**src/rtl/farrow_ctrl.sv**
```systemverilog
// farrow_ctrl: Horner-scheme sequencer for the Farrow fractional-delay filter.
// Evaluates y = (...(c[ORDER]*mu + c[ORDER-1])*mu + ...)*mu + c[0] by issuing
// ORDER passes into one shared mult_sum stage, capturing each result as the
// new accumulator. Only one pass is ever in flight in mult_sum.
// Optional feature macro: FARROW_CTRL_ZERO_MU_SKIP_EN (mu==0 bypasses mult_sum).
module farrow_ctrl #(
  parameter int wight_data  = 20,
  parameter int wight_delay = 18,
  parameter int ORDER       = 3,
  parameter int LAT         = 3
) (
  input  logic                              clk,
  input  logic                              rst,
  input  logic                              s_vld,
  output logic                              s_rdy,
  input  logic [(ORDER+1)*wight_data-1:0]   s_coef,
  input  logic [wight_delay-1:0]            s_delay,
  output logic [wight_data-1:0]             ms_data_in,
  output logic [wight_delay-1:0]            ms_delay,
  output logic [wight_data-1:0]             ms_data_fir,
  output logic                              ms_vld,
  input  logic [wight_data-1:0]             ms_data_out,
  output logic                              m_vld,
  output logic [wight_data-1:0]             m_data,
  output logic                              busy
);

  localparam int KW = $clog2(ORDER + 1);
  localparam int CW = (LAT > 1) ? $clog2(LAT) : 1;
  localparam logic [KW-1:0] K_TOP  = KW'(ORDER - 1);
  localparam logic [CW-1:0] C_LAST = CW'(LAT - 1);

  typedef enum logic [1:0] {IDLE, ISSUE, WAIT, OUT} state_t;

  state_t                  r_state;
  state_t                  w_next;
  logic [wight_data-1:0]   r_c [0:ORDER];
  logic [wight_delay-1:0]  r_mu;
  logic [wight_data-1:0]   r_acc;
  logic [KW-1:0]           r_k;
  logic [CW-1:0]           r_cnt;
  logic [wight_data-1:0]   r_m_data;

  logic w_rdy;
  logic w_hs;
  logic w_last;
  logic w_skip;

  assign w_rdy  = (r_state == IDLE) || (r_state == OUT);
  assign w_hs   = s_vld && w_rdy;
  assign w_last = (r_state == WAIT) && (r_cnt == C_LAST);

`ifdef FARROW_CTRL_ZERO_MU_SKIP_EN
  assign w_skip = (s_delay == '0);
`else
  assign w_skip = 1'b0;
`endif

  // State register
  always_ff @(posedge clk or negedge rst) begin
    if (!rst) r_state <= IDLE;
    else      r_state <= w_next;
  end

  // Next-state logic
  always_comb begin
    w_next = r_state;
    unique case (r_state)
      IDLE:  if (w_hs) w_next = w_skip ? OUT : ISSUE;
      ISSUE: w_next = WAIT;
      WAIT:  if (w_last) w_next = (r_k == '0) ? OUT : ISSUE;
      OUT:   begin
        if (w_hs) w_next = w_skip ? OUT : ISSUE;
        else      w_next = IDLE;
      end
      default: w_next = IDLE;
    endcase
  end

  // Outputs: handshake/status decoded from state; mult_sum operands come
  // straight from held registers, which only change at a pass boundary, so
  // they remain stable across ISSUE and the whole WAIT window.
  always_comb begin
    s_rdy       = w_rdy;
    busy        = (r_state != IDLE);
    ms_vld      = (r_state == ISSUE);
    m_vld       = (r_state == OUT);
    ms_data_in  = r_acc;
    ms_delay    = r_mu;
    ms_data_fir = r_c[r_k];
    m_data      = r_m_data;
  end

  // Datapath: sample capture on handshake, pass counting and result capture
  always_ff @(posedge clk or negedge rst) begin
    if (!rst) begin
      for (int unsigned i = 0; i <= ORDER; i++) r_c[i] <= '0;
      r_mu     <= '0;
      r_acc    <= '0;
      r_k      <= '0;
      r_cnt    <= '0;
      r_m_data <= '0;
    end else begin
      if (w_hs) begin
        for (int unsigned i = 0; i <= ORDER; i++)
          r_c[i] <= s_coef[i*wight_data +: wight_data];
        r_mu  <= s_delay;
        r_acc <= s_coef[ORDER*wight_data +: wight_data];
        r_k   <= K_TOP;
        if (w_skip) r_m_data <= s_coef[wight_data-1:0];
      end
      if (r_state == ISSUE) r_cnt <= '0;
      else if (r_state == WAIT) r_cnt <= r_cnt + 1'b1;
      if (w_last) begin
        r_acc <= ms_data_out;
        if (r_k == '0) r_m_data <= ms_data_out;
        else           r_k <= r_k - 1'b1;
      end
    end
  end

endmodule

```
**config.mk**
```make
export PLATFORM = sky130hd
export DESIGN_NAME = farrow_ctrl
export DESIGN_NICKNAME = d
export VERILOG_FILES = /design/src/rtl/farrow_ctrl.sv
export SDC_FILE = /design/constraint.sdc
export NUM_CORES = 1
export LEC_CHECK = 0
export ABC_AREA = 0
export CAP_MARGIN = 20
export CORE_MARGIN = 2
export CORE_UTILIZATION = 52
export CTS_BUF_LIST = sky130_fd_sc_hd__clkbuf_4 sky130_fd_sc_hd__clkbuf_8
export DETAILED_ROUTE_END_ITERATION = 10
export GPL_ROUTABILITY_DRIVEN = 0
export PLACE_DENSITY = 0.89
export SYNTH_ARGS = -nofsm -noshare
export SYNTH_HDL_FRONTEND = slang
export SYNTH_SLANG_ARGS = --single-unit
```
**constraint.sdc**
```tcl
create_clock -name clk -period 3.9 [get_ports clk]
set_input_delay 0.78 -clock clk [delete_from_list [all_inputs] [get_ports clk]]
set_output_delay 0.78 -clock clk [all_outputs]
set_load 0.01 [all_outputs]
```
Word level (Yosys, flattened, before mapping) --
Cells that the tools add are included.
Storage, ports and cells: bits in registers 144, word-level logic and storage cells 45, input bits 121, output and inout bits 82
Operators by class: reductions and logical operators 10, add/subtract/negate cells 2, muxes and demuxes 15, order comparisons 1, equal/unequal tests 6, bitwise logic cells 1
Operators with widths (count):
- 20-bit 2-to-1 mux | 4
- 20-bit binary-select mux with 2-bit select | 1
- 2-bit 2-to-1 mux | 8
- 2-bit one-hot mux with 4 select lines | 1
- 2-bit equality test, second input constant | 3
- 2-bit nonzero test | 3
- 2-bit zero test | 2
- 2-bit inequality test, second input constant | 2
- 2-bit AND reduction | 2
- 3-bit greater-or-equal comparator, second input constant | 1
- 2-bit inverter with 3-bit output | 1
- 2-bit by 1-bit adder with 2-bit output, second input constant | 1
- 2-bit by 1-bit equality test with 1-bit output, second input constant | 1
- 1-bit logical AND | 2
- 2-bit by 1-bit subtractor with 2-bit output, second input constant | 1
- 1-bit logical OR | 1
- 1-bit 2-to-1 mux | 1

Logic depth before layout (Yosys ltp) --
Gate-level depths: netlist (run 1).
word-level depth 6, gate-level depth with buffers 8, gate-level depth less buffers 5

Worst setup path before layout (run 1) --
Ideal clock, no wire load.
kind register to output, start register r_k[0], end output port ms_data_fir[12], path slack 1.944 ns, arrival 1.176 ns, stages on the path, launching flop included 4, path buffers 2, data required time 3.120 ns, path through dfrtp_1 -> buf_6 -> buf_4 -> mux4_2
Between the ends: cells in the longest elaborated chain, start to end 4
Ends and longest elaborated chain:
- start: declaration | line 40 | logic [KW-1:0] r_k;
- start signal: assignment | line 117 | else r_k <= r_k - 1'b1;
- 2-bit inverter with 3-bit output (not written as such) | line 90 | ms_data_fir = r_c[r_k];
- 20-bit binary-select mux with 2-bit select | line 90
- 20-bit 2-to-1 mux (not written as such) (2 in series) | line 90
- end: declaration | line 20 | output logic [wight_data-1:0] ms_data_fir,
Every way passes these cells. The select of a mux whose other input is x is not followed.

Final worst setup path (run 1) --
start register r_k[0], end output port ms_data_fir[11]
Same word-level chain as after synthesis.

==> results of run 1 <==
-- cells by family after synthesis --
| logic type | after synthesis | synth area share [%] |
|---|---|---|
| simple gates | 328 | 20.1 |
| compound gates | 30 | 2.52 |
| mux | 60 | 15.1 |
| buf+inv | 42 | 3.99 |
| flops | 144 | 57.1 |
| fa+ha+maj | 6 | 1.19 |
-- cell type report --
cell class / count / area (sq um) / area share (%)
flip-flops and latches: 144 / 3600 / 41.1
multi-input cells: 424 / 2470 / 28.2
repair buffers: 208 / 2110 / 24.0
clock buffers: 20 / 269 / 3.07
well taps: 147 / 184 / 2.10
clock inverters: 11 / 115 / 1.31
inverters: 5 / 18.8 / 0.214
-- Yosys cell counts --
cell type,number,share of area [%]
a21oi_1,3,0.24
a31oi_1,3,0.30
and2_1,2,0.20
and2_4,1,0.14
buf_12,2,0.63
buf_2,15,1.2
buf_4,3,0.36
buf_6,4,0.71
clkbuf_1,12,0.71
clkbuf_2,1,0.079
dfrtp_1,144,57
ha_1,6,1.2
inv_1,5,0.30
mux2_4,20,4.8
mux2i_1,20,3.2
mux4_2,20,7.1
nand2_1,316,19
nand2b_1,3,0.30
nand3b_1,1,0.12
nor2_1,1,0.059
nor2b_1,1,0.099
nor3b_2,1,0.20
o21a_1,1,0.12
o21ai_0,21,1.7
o21ai_1,1,0.079
o31ai_1,1,0.12
or2_2,1,0.099
or3_1,1,0.099
-- through the flow --
stage	hold WS, ns	utilization (%)	power [uW]	cells	setup WS, ns
after global placement	0.453	70.4	5780	928	1.14
after CTS	0.335	73.6	7170	959	0.589
after floorplan	0.440	-	4440	610	1.94
after detailed placement	0.460	70.4	5980	928	1.12
after global routing	0.363	73.6	7570	959	0.528
final	0.320	73.6	7120	959	0.648
-- sequential cells by signal (all words and copies together) (netlist names) --
| signal | count |
|---|---|
| m_data | 20 |
| ms_data_in | 20 |
| ms_delay | 18 |
| r_c | 80 |
| r_cnt | 2 |
| r_k | 2 |
| r_state | 2 |
-- metal layers --
metal  wire length, um  part of all wire (%)
met1              6840                    41
met5                 0                     0
met2              8360                    50
met3               939                   5.6
met4               595                   3.6
-- path summary, 6_finish.rpt --
kind                       startpoint               to  cells after the start
max                            r_k[0]  ms_data_fir[11]                      3
min                               rst          r_c[74]                      1
max reg2reg                r_state[0]          r_c[62]                      6
min reg2reg                   r_c[36]          r_c[36]                      2
max in group asynchronous         rst          r_c[49]                      2
min in group clk              r_c[36]          r_c[36]                      2
-- worst register-to-register path, delay by kind of cell (launching register included) --
kind,cells,cell delay (ns)
buffers and inverters,2,0.48
flip-flops,1,0.44
adder cells (fa/ha/maj),1,0.40
AND/OR/NAND/NOR,3,0.91
-- power by group --
part | total, uW | internal [uW] | switching [uW] | leakage, uW
sequential | 2690 | 2180 | 507 | 0.00179
combinational | 3280 | 1720 | 1560 | 0.00224
clock | 1140 | 600 | 544 | 0.000201
total | 7120 | 4500 | 2620 | 0.00423
==> results.md, run 1 <==
* Routed len/inst at 17.5 um
* CTS Buf Count at 17
* Met1 GRT Util at 33.5%
* Max Fclk at 308 MHz
* Worst hold path type: primary input to asynchronous set/reset pin
* Delay-heaviest family, CP: buffers and inverters
* Startpoint types: flop
* DPL Wire Length at 12000 um
* Final Net Count at 927
* Gr usage total at 26.3%
* Row count at 40
* Critical path arrival at 2.47 ns
* Clock-pin transition on the worst setup and hold timing paths at 0.08 ns
* Post-Place Cell Area at 0.00838 sq mm
* #FFs+latches synth at 144
* Vias in the first global route at 5243
* GRT Max-Usage Layer: met2
* Setup Buffers After CTS at 0
* Clock Latency Late Sink at 0.45 ns
* Drt drc at 0
* P_leak at 0.00423 uW
* Die footprint at 0.0130 sq mm
* Maximum VDD drop at 378 uV
* Avg Synthesized Cell Area at 10.3 sq um
* Total of warnings raised by yosys at 0
* Most common cell after layout, fill and taps aside: nand2_1
* Nature of the critical path endpoint: output pin
* Pre-Repair DR Iteration Count at 4
* Relative slew slack at 30.5%
* Post-layout min period at 3.25 ns
* First-pass GRT wire length at 26200 um
* GRT met3 Usage at 5.66%
* Fin crit share at 83.4%
* Bufs on Longest Clock Path at 2
* Root Buffer: clkbuf_8
* Routed vias at 5055
* Most frequent cells in the layout: 316 x nand2_1, 201 x clkdlybuf4s50_1, 144 x dfrtp_1, 21 x o21ai_0
* Met2 GRT Util at 42.8%
* Reg2reg setup slack at 1.62 ns
* DRT iter0 DRCs at 391
* Detailed Route WL at 16700 um
* Layout fillers at 831
* Max-cap violation count at 0
* Placeable Area at 0.0119 sq mm
* Die Span Y at 114 um
* I/O Pins at 203
* Setup Crit Path Kind: flop to output pin
* Setup TNS at 0 ns
* Synth Cell Area at 0.00631 sq mm
* Synth Instances at 610
* CTS Sinks at 144
* Post-CTS sizing at 0
* Cells along the critical path: buf_12, mux4_2, clkdlybuf4s50_1
* Top fanout value on the critical path at 16
* Layout cells sized above 1 at 10.2%
* Worst path bufs/invs at 2
* CTS tree: done
* Area grow syn2layout at 38.9%
* Initial Utilization at 53.0%
* Largest net degree at the start of global routing at 75
* Post-route ant nets at 0
* CP Data Required Time at 3.12 ns
* Die span in x at 114 um
* I/O Buffers at 202
* Yosys cell types at 28
* Slew Limit Fails at 0
* PwrDens at 812 mW/mm^2
* Vias per inst at 5.27
* Crit path max-delay cell type: dfrtp_1
* Seq/Total Area, Yosys at 57.1%
* Largest stage delay on the critical path at 0.73 ns
* Outcome: complete, no violations
* Overflow after GRT at 0
* Synthesized Nets at 737
* Clock skew at 0.00715 ns
* Fin. Hold Viols at 0
* Worst Max-Slew Pin Slew at 1.04 ns
* Setup violators final at 0
* Initial antenna violation count at 0
* H-tree Lvls at 4
* Number of inserted diodes at 0
* Finished Cell Area at 0.00876 sq mm
* CTS Hold Bufs at 0
* RSZ-0062 raised after global routing: false
Power figures use the tool's default switching activity.
==> inputs of run 2 (changes only) <==
--- a/config.mk
+++ b/config.mk
@@ -8,11 +8,11 @@
 export ABC_AREA = 0
 export CAP_MARGIN = 20
 export CORE_MARGIN = 2
-export CORE_UTILIZATION = 52
+export CORE_UTILIZATION = 43
 export CTS_BUF_LIST = sky130_fd_sc_hd__clkbuf_4 sky130_fd_sc_hd__clkbuf_8
 export DETAILED_ROUTE_END_ITERATION = 10
 export GPL_ROUTABILITY_DRIVEN = 0
-export PLACE_DENSITY = 0.89
+export PLACE_DENSITY = 0.78
 export SYNTH_ARGS = -nofsm -noshare
 export SYNTH_HDL_FRONTEND = slang
 export SYNTH_SLANG_ARGS = --single-unit
==> constraint.sdc (replaced) <==
create_clock -name clk -period 2.8 [get_ports clk]
set_input_delay 0.56 -clock clk [delete_from_list [all_inputs] [get_ports clk]]
set_output_delay 0.56 -clock clk [all_outputs]
set_load 0.01 [all_outputs]
==> results.md, run 2 (synthesis gave the netlist of run 1 again) <==
* Outcome: complete, no violations
* Pre-Repair DR Iteration Count at 5
* Maximum VDD drop at 492 uV
* Fin. Hold Viols at 0
* Startpoint types: flop
* Clock-pin transition on the worst setup and hold timing paths at 0.08 ns
* Initial antenna violation count at 1
* Final Net Count at 934
* Setup TNS at 0 ns
* Die Span Y at 125 um
* Most frequent cells in the layout: 316 x nand2_1, 201 x clkdlybuf4s50_1, 144 x dfrtp_1, 21 x o21ai_0
* I/O Pins at 203
* CP Data Required Time at 2.24 ns
* Setup violators final at 0
* Vias per inst at 4.90
* Placeable Area at 0.0144 sq mm
* Post-layout min period at 2.67 ns
* Largest net degree at the start of global routing at 66
* Relative slew slack at 59.5%
* DRT iter0 DRCs at 347
* Initial Utilization at 43.7%
* Setup Buffers After CTS at 0
* CTS Buf Count at 17
* First-pass GRT wire length at 26400 um
* Routed vias at 4900
* Setup Crit Path Kind: flop to output pin
* Bufs on Longest Clock Path at 2
* RSZ-0062 raised after global routing: false
* Layout cells sized above 1 at 10.7%
* Routed len/inst at 16.5 um
* Detailed Route WL at 16500 um
* Most common cell after layout, fill and taps aside: nand2_1
* Post-route ant nets at 0
* Hold slack at 0.0927 ns
* CTS Sinks at 144
* Overflow after GRT at 0
* Clock Latency Late Sink at 0.44 ns
* H-tree Lvls at 4
* Nature of the critical path endpoint: output pin
* PwrDens at 1100 mW/mm^2
* CTS tree: done
* Max Fclk at 374 MHz
* Die span in x at 125 um
* Row count at 44
* Layout fillers at 1201
* Vias in the first global route at 4949
* Gr usage total at 21.6%
* Die footprint at 0.0157 sq mm
* Clock skew at 0.00783 ns
* Top fanout value on the critical path at 6
* DPL Wire Length at 11900 um
* Root Buffer: clkbuf_8
* Worst Max-Slew Pin Slew at 0.608 ns
* I/O Buffers at 202
* Top reg by flops: r_c
* Max FFs per register at 80
* Worst hold path type: primary input to asynchronous set/reset pin
* Slew Limit Fails at 0
* Drt drc at 0
* Max-cap violation count at 0
* Area grow syn2layout at 39.5%
* P_leak at 0.00424 uW
* Critical path arrival at 2.11 ns
* Fin crit share at 95.4%
## run 2: changes by cell type in the layout (fill, tap and decap cells not counted)
cell       delta
buf_4         +6
buf_6         +1
bufinv_16     -2
clkbuf_4      +1
clkinv_2      -1
clkinv_4      -1
diode_2       +1
## run 2: where the power goes
part	leakage, uW	total, uW	switching (uW)	internal (uW)
Combinational	0.00227	4700	2260	2440
Sequential	0.00179	3600	563	3040
Clock	0.000170	1380	724	651
Total	0.00424	9680	3550	6130
## run 2: per-stage QoR
stage	utilization, %	setup slack, ns	total power (uW)	instances	instance area, sq um
finish	61.0	0.128	9680	1001	8800
global route	61.0	0.0194	10400	1001	8800
CTS	61.0	0.0353	9780	1000	8800
detailed placement	58.8	0.532	8380	972	8480
global placement	58.8	0.567	8180	972	8480
floorplan	-	1.06	6190	610	6310
## run 2: final timing paths
kind,start,endpoint,slack (ns),cells after the start
min,rst,ms_delay[3],0.09,1
min reg2reg,ms_delay[5],ms_delay[5],0.47,2
min in group clk,ms_delay[5],ms_delay[5],0.47,2
max reg2reg,r_state[0],r_c[71],0.62,6
max,r_state[0],s_rdy,0.13,4
max in group asynchronous,rst,m_data[11],1.97,2
## run 2: timing repair
| item | 4_1_cts | 5_1_grt |
|---|---|---|
| endpoints found under the setup margin | 0 | 5 |
| hold buffers | 0 | 0 |
| gates resized for setup | 0 | 1 |
## run 2: routing by layer
layer | part of all wire, % | GRT usage, %
met5 | 0 | 0
met1 | 44 | 28.6
met3 | 5.5 | 5.26
met4 | 2.7 | 8.69
met2 | 48 | 34.6
## run 2: area by class of cell
cell class                 count  area (sq um)  area share, %
clock inverter                 7          41.3          0.469
multi-input combinational    424          2470           28.0
sequential                   144          3600           40.9
timing repair buffer         215          2160           24.6
inverter                       5          18.8          0.213
clock buffer                  21           277           3.14
tap                          184           230           2.62
antenna                        1          2.50         0.0284
## run 2: critical path: stages (launching register included)
cell and delay, ns:
dfrtp_1 0.46, inv_1 0.12, ha_1 0.39, inv_1 0.13, clkdlybuf4s50_1 0.57
